**config.mk**
```make
export PLATFORM = sky130hd
export DESIGN_NAME = rom_access_arbiter
export DESIGN_NICKNAME = d
export VERILOG_FILES = /design/src/rtl/rom_arb_pkg.sv /design/src/rtl/rom_arb_picker.sv /design/src/rtl/rom_access_arbiter.sv
export SDC_FILE = /design/constraint.sdc
export NUM_CORES = 1
export LEC_CHECK = 0
export ABC_AREA = 1
export ABC_CLOCK_PERIOD_IN_PS = 5910
export CAP_MARGIN = 10
export CORE_MARGIN = 2
export CORE_UTILIZATION = 40
export CTS_CLUSTER_DIAMETER = 80
export DETAILED_ROUTE_END_ITERATION = 8
export PLACE_DENSITY = 0.76
export SYNTH_ARGS = -nofsm -noshare
export SYNTH_HDL_FRONTEND = slang
export SYNTH_SLANG_ARGS = --single-unit
```
**constraint.sdc**
```tcl
create_clock -name clk_27 -period 5.91 [get_ports clk_27]
set_clock_uncertainty 0.15 [all_clocks]
set_input_delay 1.182 -clock clk_27 [delete_from_list [all_inputs] [get_ports clk_27]]
set_output_delay 1.182 -clock clk_27 [all_outputs]
set_load 0.1 [all_outputs]
```
**src/rtl/rom_arb_pkg.sv**
```systemverilog
// rom_arb_pkg
//   Shared types and constants for the instruction-ROM access arbiter.
//   - state_t : arbiter FSM states (IDLE, BUSY)
//   - owner_t : which requester owns the outstanding transaction
//   - ROM_LATENCY_MAX / CNT_W : widest supported ROM latency and the
//     latency counter width derived from it
package rom_arb_pkg;

  typedef enum logic {
    IDLE = 1'b0,
    BUSY = 1'b1
  } state_t;

  typedef enum logic {
    OWN_FETCH = 1'b0,
    OWN_DEBUG = 1'b1
  } owner_t;

  localparam int ROM_LATENCY_MAX = 3;
  localparam int CNT_W           = $clog2(ROM_LATENCY_MAX + 1);

endpackage

```
**src/rtl/rom_arb_picker.sv**
```systemverilog
// rom_arb_picker
//   Chooses the winner among the eligible requesters.
//   Build option ROM_ARB_RR_EN:
//     defined   - round-robin on ties, using a last-winner register that
//                 resets to OWN_DEBUG (so Fetch wins the first tie)
//     undefined - fixed priority, Fetch over Debug; purely combinational
// Ports:
//   i_clk, i_rst, i_take  (ROM_ARB_RR_EN only) clock, async reset, grant strobe
//   i_elig[1:0]           eligible requests, bit0 = Fetch, bit1 = Debug
//   o_any                 at least one request is eligible
//   o_winner              selected owner (meaningful only when o_any)
module rom_arb_picker
  import rom_arb_pkg::*;
(
`ifdef ROM_ARB_RR_EN
  input  logic       i_clk,
  input  logic       i_rst,
  input  logic       i_take,
`endif
  input  logic [1:0] i_elig,
  output logic       o_any,
  output owner_t     o_winner
);

  assign o_any = |i_elig;

`ifdef ROM_ARB_RR_EN
  owner_t r_last_winner;

  always_ff @(posedge i_clk or posedge i_rst) begin
    if (i_rst) begin
      r_last_winner <= OWN_DEBUG;
    end else if (i_take) begin
      r_last_winner <= o_winner;
    end
  end

  always_comb begin
    o_winner = OWN_FETCH;
    if (i_elig == 2'b11) begin
      // tie: the port that did not win last time goes first
      o_winner = (r_last_winner == OWN_FETCH) ? OWN_DEBUG : OWN_FETCH;
    end else if (i_elig[1]) begin
      o_winner = OWN_DEBUG;
    end
  end
`else
  always_comb begin
    o_winner = OWN_FETCH;
    if (!i_elig[0] && i_elig[1]) begin
      o_winner = OWN_DEBUG;
    end
  end
`endif

endmodule

```
**src/rtl/rom_access_arbiter.sv**
```systemverilog
// rom_access_arbiter
//   Shares one synchronous instruction ROM between the processor fetch port
//   and the debug (hex display) read port. One read is outstanding at a time;
//   the word is returned to whichever port issued it.
//   Build option ROM_ARB_RR_EN selects round-robin instead of fixed priority.
// Ports:
//   clk_27, Reset                    clock, async active-high reset
//   Fetch_Req/Address/Flush          fetch request, address, cancel
//   Fetch_Grant/Valid/Data           grant pulse, data pulse, last fetch word
//   Debug_Req/Address                debug request, address
//   Debug_Grant/Valid/Data           grant pulse, data pulse, last debug word
//   ROM_Address_Select, ROM_Read     to ROM address / clken
//   ROM_Out                          from ROM q
//   Busy                             a transaction is outstanding
module rom_access_arbiter
  import rom_arb_pkg::*;
#(
  parameter int ADDR_W      = 32,
  parameter int DATA_W      = 32,
  parameter int ROM_LATENCY = 1
) (
  input  logic              clk_27,
  input  logic              Reset,
  input  logic              Fetch_Req,
  input  logic [ADDR_W-1:0] Fetch_Address,
  input  logic              Fetch_Flush,
  output logic              Fetch_Grant,
  output logic              Fetch_Valid,
  output logic [DATA_W-1:0] Fetch_Data,
  input  logic              Debug_Req,
  input  logic [ADDR_W-1:0] Debug_Address,
  output logic              Debug_Grant,
  output logic              Debug_Valid,
  output logic [DATA_W-1:0] Debug_Data,
  output logic [ADDR_W-1:0] ROM_Address_Select,
  output logic              ROM_Read,
  input  logic [DATA_W-1:0] ROM_Out,
  output logic              Busy
);

  if (ROM_LATENCY < 1 || ROM_LATENCY > ROM_LATENCY_MAX) begin : g_bad_latency
    $error("rom_access_arbiter: ROM_LATENCY=%0d outside 1..%0d",
           ROM_LATENCY, ROM_LATENCY_MAX);
  end

  localparam logic [CNT_W-1:0] CNT_LOAD = CNT_W'(ROM_LATENCY);

  state_t            r_state;
  owner_t            r_owner;
  logic [CNT_W-1:0]  r_cnt;
  logic              r_cancel;
  logic [ADDR_W-1:0] r_rom_addr;
  logic              r_rom_read;
  logic              r_busy;
  logic              r_fetch_grant;
  logic              r_fetch_valid;
  logic [DATA_W-1:0] r_fetch_data;
  logic              r_debug_grant;
  logic              r_debug_valid;
  logic [DATA_W-1:0] r_debug_data;

  logic [1:0]        w_elig;
  logic              w_any;
  owner_t            w_winner;
  logic              w_take;
  logic [ADDR_W-1:0] w_sel_addr;
  logic              w_flush_hit;

  // a flushed fetch is not eligible in that cycle
  assign w_elig     = {Debug_Req, Fetch_Req & ~Fetch_Flush};
  assign w_take     = (r_state == IDLE) && w_any;
  assign w_sel_addr = (w_winner == OWN_FETCH) ? Fetch_Address : Debug_Address;
  // flush on the completing edge also cancels, so no BUSY cycle is missed
  assign w_flush_hit = r_cancel || Fetch_Flush;

  rom_arb_picker u_picker (
`ifdef ROM_ARB_RR_EN
    .i_clk    (clk_27),
    .i_rst    (Reset),
    .i_take   (w_take),
`endif
    .i_elig   (w_elig),
    .o_any    (w_any),
    .o_winner (w_winner)
  );

  always_ff @(posedge clk_27 or posedge Reset) begin
    if (Reset) begin
      r_state       <= IDLE;
      r_owner       <= OWN_FETCH;
      r_cnt         <= '0;
      r_cancel      <= 1'b0;
      r_rom_addr    <= '0;
      r_rom_read    <= 1'b0;
      r_busy        <= 1'b0;
      r_fetch_grant <= 1'b0;
      r_fetch_valid <= 1'b0;
      r_fetch_data  <= '0;
      r_debug_grant <= 1'b0;
      r_debug_valid <= 1'b0;
      r_debug_data  <= '0;
    end else begin
      r_fetch_grant <= 1'b0;
      r_fetch_valid <= 1'b0;
      r_debug_grant <= 1'b0;
      r_debug_valid <= 1'b0;
      case (r_state)
        IDLE: begin
          if (w_take) begin
            r_owner       <= w_winner;
            r_rom_addr    <= w_sel_addr;
            r_fetch_grant <= (w_winner == OWN_FETCH);
            r_debug_grant <= (w_winner == OWN_DEBUG);
            r_rom_read    <= 1'b1;
            r_busy        <= 1'b1;
            r_cnt         <= CNT_LOAD;
            r_state       <= BUSY;
          end
        end
        BUSY: begin
          if (r_cnt != '0) begin
            r_cnt <= r_cnt - CNT_W'(1);
            if (r_owner == OWN_FETCH && Fetch_Flush) begin
              r_cancel <= 1'b1;
            end
          end else begin
            if (r_owner == OWN_DEBUG) begin
              r_debug_data  <= ROM_Out;
              r_debug_valid <= 1'b1;
            end else if (!w_flush_hit) begin
              r_fetch_data  <= ROM_Out;
              r_fetch_valid <= 1'b1;
            end
            r_rom_read <= 1'b0;
            r_busy     <= 1'b0;
            r_cancel   <= 1'b0;
            r_state    <= IDLE;
          end
        end
        default: r_state <= IDLE;
      endcase
    end
  end

  assign Fetch_Grant        = r_fetch_grant;
  assign Fetch_Valid        = r_fetch_valid;
  assign Fetch_Data         = r_fetch_data;
  assign Debug_Grant        = r_debug_grant;
  assign Debug_Valid        = r_debug_valid;
  assign Debug_Data         = r_debug_data;
  assign ROM_Address_Select = r_rom_addr;
  assign ROM_Read           = r_rom_read;
  assign Busy               = r_busy;

endmodule

```
==> results by group <==
Cells and area
  • Area Growth Syn to Fin: 47.33%
  • Filler cells: 958
  • Post-layout util: 0.6115
  • Most common cell after layout, fill and taps aside: clkdlybuf4s50_1
  • Post-route cell area: 0.007042 mm^2
  • # diodes: 0
  • Layout Nets: 848
  • Most frequent cells in the layout: 202 x clkdlybuf4s50_1, 171 x nand2_1, 106 x dfrtp_1, 106 x inv_1, 64 x nand3_1
  • Layout cell share with drive strength beyond 1: 0.06791

Placed design
  • DP Area: 0.006768 mm^2
  • GPL Wtd Cong: 0.8549
  • Setup Slack @ Placement: 2150 ps
  • PortBufs: 202
  • DP HPWL: 8.861 mm

Clock tree
  • Clock sink total: 106
  • Hold buffers post-CTS: 0
  • Later-pin clock latency in the skew report: 340 ps
  • Setup bufs post-CTS: 0
  • CTS tree: built
  • CTS max path bufs: 2
  • Clock-pin transition on the worst setup and hold timing paths: 60 ps
  • # resized after CTS: 0
  • CTS root buf: clkbuf_16
  • H-tree depth: 3
  • Total CTS buffers: 9

Global route
  • Number of global-route vias before repair: 4,181
  • Largest net degree at the start of global routing: 67
  • GRT Resource Usage Total: 0.1949
  • Initial antenna violation count: 0
  • First-pass GRT wire length: 20.18 mm
  • Total grt overflow: 0

Worst setup path
  • Most common cell on crit path: nand2_1
  • Crit path launch type: input pin
  • Arrival @ worst endpoint: 3590 ps
  • Crit. End Element: register
  • CP max stage cell: clkdlybuf4s50_1
  • CP Class: in -> reg
  • Crit path largest cell delay: 990 ps
  • Sequence of cells on the critical path: clkdlybuf4s50_1 > buf_4 > nand2_1 > nand2_1 > nand3_1 > nand2_1
  • Worst EP required: 6030 ps
  • Largest fanout on the critical path: 33

Flow run
  • Max-cap violations: 0

Yosys
  • Dominant cells by area after synthesis: dfrtp_1 55%, nand2_1 13%, inv_1 8.4%, nand3_1 6.7%, o21ai_2 4.2%
  • Yosys top cell area share: 0.5550
  • Syn_nets: 663
  • Seq/Total Area, Yosys: 0.5550
  • Synthesized flop and latch total: 106
  • Synth area leader: dfrtp_1
  • Mapped Cells: 561
  • Synthesis Warnings: 0
  • Post-synthesis cell area: 0.004780 mm^2
  • Synth unique cells: 21
  • Post-Syn Area per Cell: 8.520 um^2

Floorplan
  • I/O pin count: 203
  • Row cnt: 39
  • CORE AREA: 0.01152 mm^2
  • Die Y: 113.3 um
  • Die width: 113.3 um
  • Die area: 0.01284 mm^2
  • Initial Util: 0.4150

STA
  • Final Cycle Share: 0.5866
  • Pins Over Slew Limit: 0
  • Final setup margin: 2443 ps
  • Max Freq: 288.4 MHz
  • Worst-margin pin slew: 1068 ps
  • Tmin final: 3467 ps
  • Fin. Hold Viols: 0
  • Slew Limit Headroom: 0.2854
  • Setup TNS: 0 ps
  • # setup viols final: 0
  • RSZ-0062 raised after global routing: no

Run status
  • Status: finished, final reports clean

Route
  • First-pass DRT Iterations: 4
  • DRC violations left: 0
  • Final ANT Viol Nets: 0
  • WL/cell: 13.50 um
  • Final wirelength: 12.07 mm
  • Initial detailed-routing violation count: 403
  • Vias/cell: 4.748
  • Via count: 4,245

Hold path
  • HP Class: reg -> reg
-- metal layers --
metal,track usage,wire length [um],vias to the layer above
met5,0,0,-
met4,0.06911,189,0
met1,0.2648,5248,1948
li1,-,-,2068
met3,0.05196,1144,17
met2,0.3034,5490,212
-- cell usage after synthesis, drive strengths merged --
master  count
a21oi       1
buf        23
clkbuf      8
dfrtp     106
ha          1
inv       109
nand2     176
nand3      66
nand4       2
nor2        3
o21ai      65
or2         1
-- sequential cells by signal (all words and copies together) (netlist names) --
signal,cells
Debug_Data,32
Fetch_Data,32
ROM_Address_Select,32
r_cnt,2
Busy,1
Debug_Grant,1
Debug_Valid,1
Fetch_Grant,1
Fetch_Valid,1
r_cancel,1
r_owner,1
r_state,1
-- cells by family after synthesis --
family,count (synthesis),share of synthesized area
buffers and inverters,140,0.1359
flip-flops,106,0.5550
AO/OA/AOI/OAI,66,0.08717
adder cells (fa/ha/maj),1,0.002617
AND/OR/NAND/NOR,248,0.2194
-- final cells by class --
type | count | area [um^2] | share of cell area
timing repair buffer | 205 | 2044 | 0.2903
tap | 143 | 178.9 | 0.02541
sequential | 106 | 2653 | 0.3767
multi-input combinational | 315 | 1478 | 0.2098
clock buffer | 12 | 246.5 | 0.03500
inverter | 109 | 414.1 | 0.05881
clock inverter | 4 | 27.53 | 0.003909
-- path summary, 6_finish.rpt --
check                           cells after the start                  start  slack [ps]                    end
worst max-delay path                                6              Debug_Req        2440  ROM_Address_Select[8]
worst min-delay path                                2  ROM_Address_Select[5]         330  ROM_Address_Select[5]
worst max register to register                      8               r_cnt[0]        3560         Fetch_Data[14]
worst min register to register                      2  ROM_Address_Select[5]         330  ROM_Address_Select[5]
max in group asynchronous                           3                  Reset        3370         Debug_Data[15]
min in group asynchronous                           2                  Reset        1190          Fetch_Data[5]
-- stage by stage --
stage,hold slack [ps],std cells
after floorplan,334.8,561
after global placement,313.5,878
after detailed placement,316.1,878
after CTS,331.9,894
after global routing,354.6,894
final,328.4,894
-- worst max-delay path: cells and delay by family --
family	cells	cell delay [ps]
buf+inv	2	1310
simple gates	4	1080
Power is left out: the tool's default activity adds up to more than one toggle a clock period on the data nets, which glitch-free logic cannot reach.
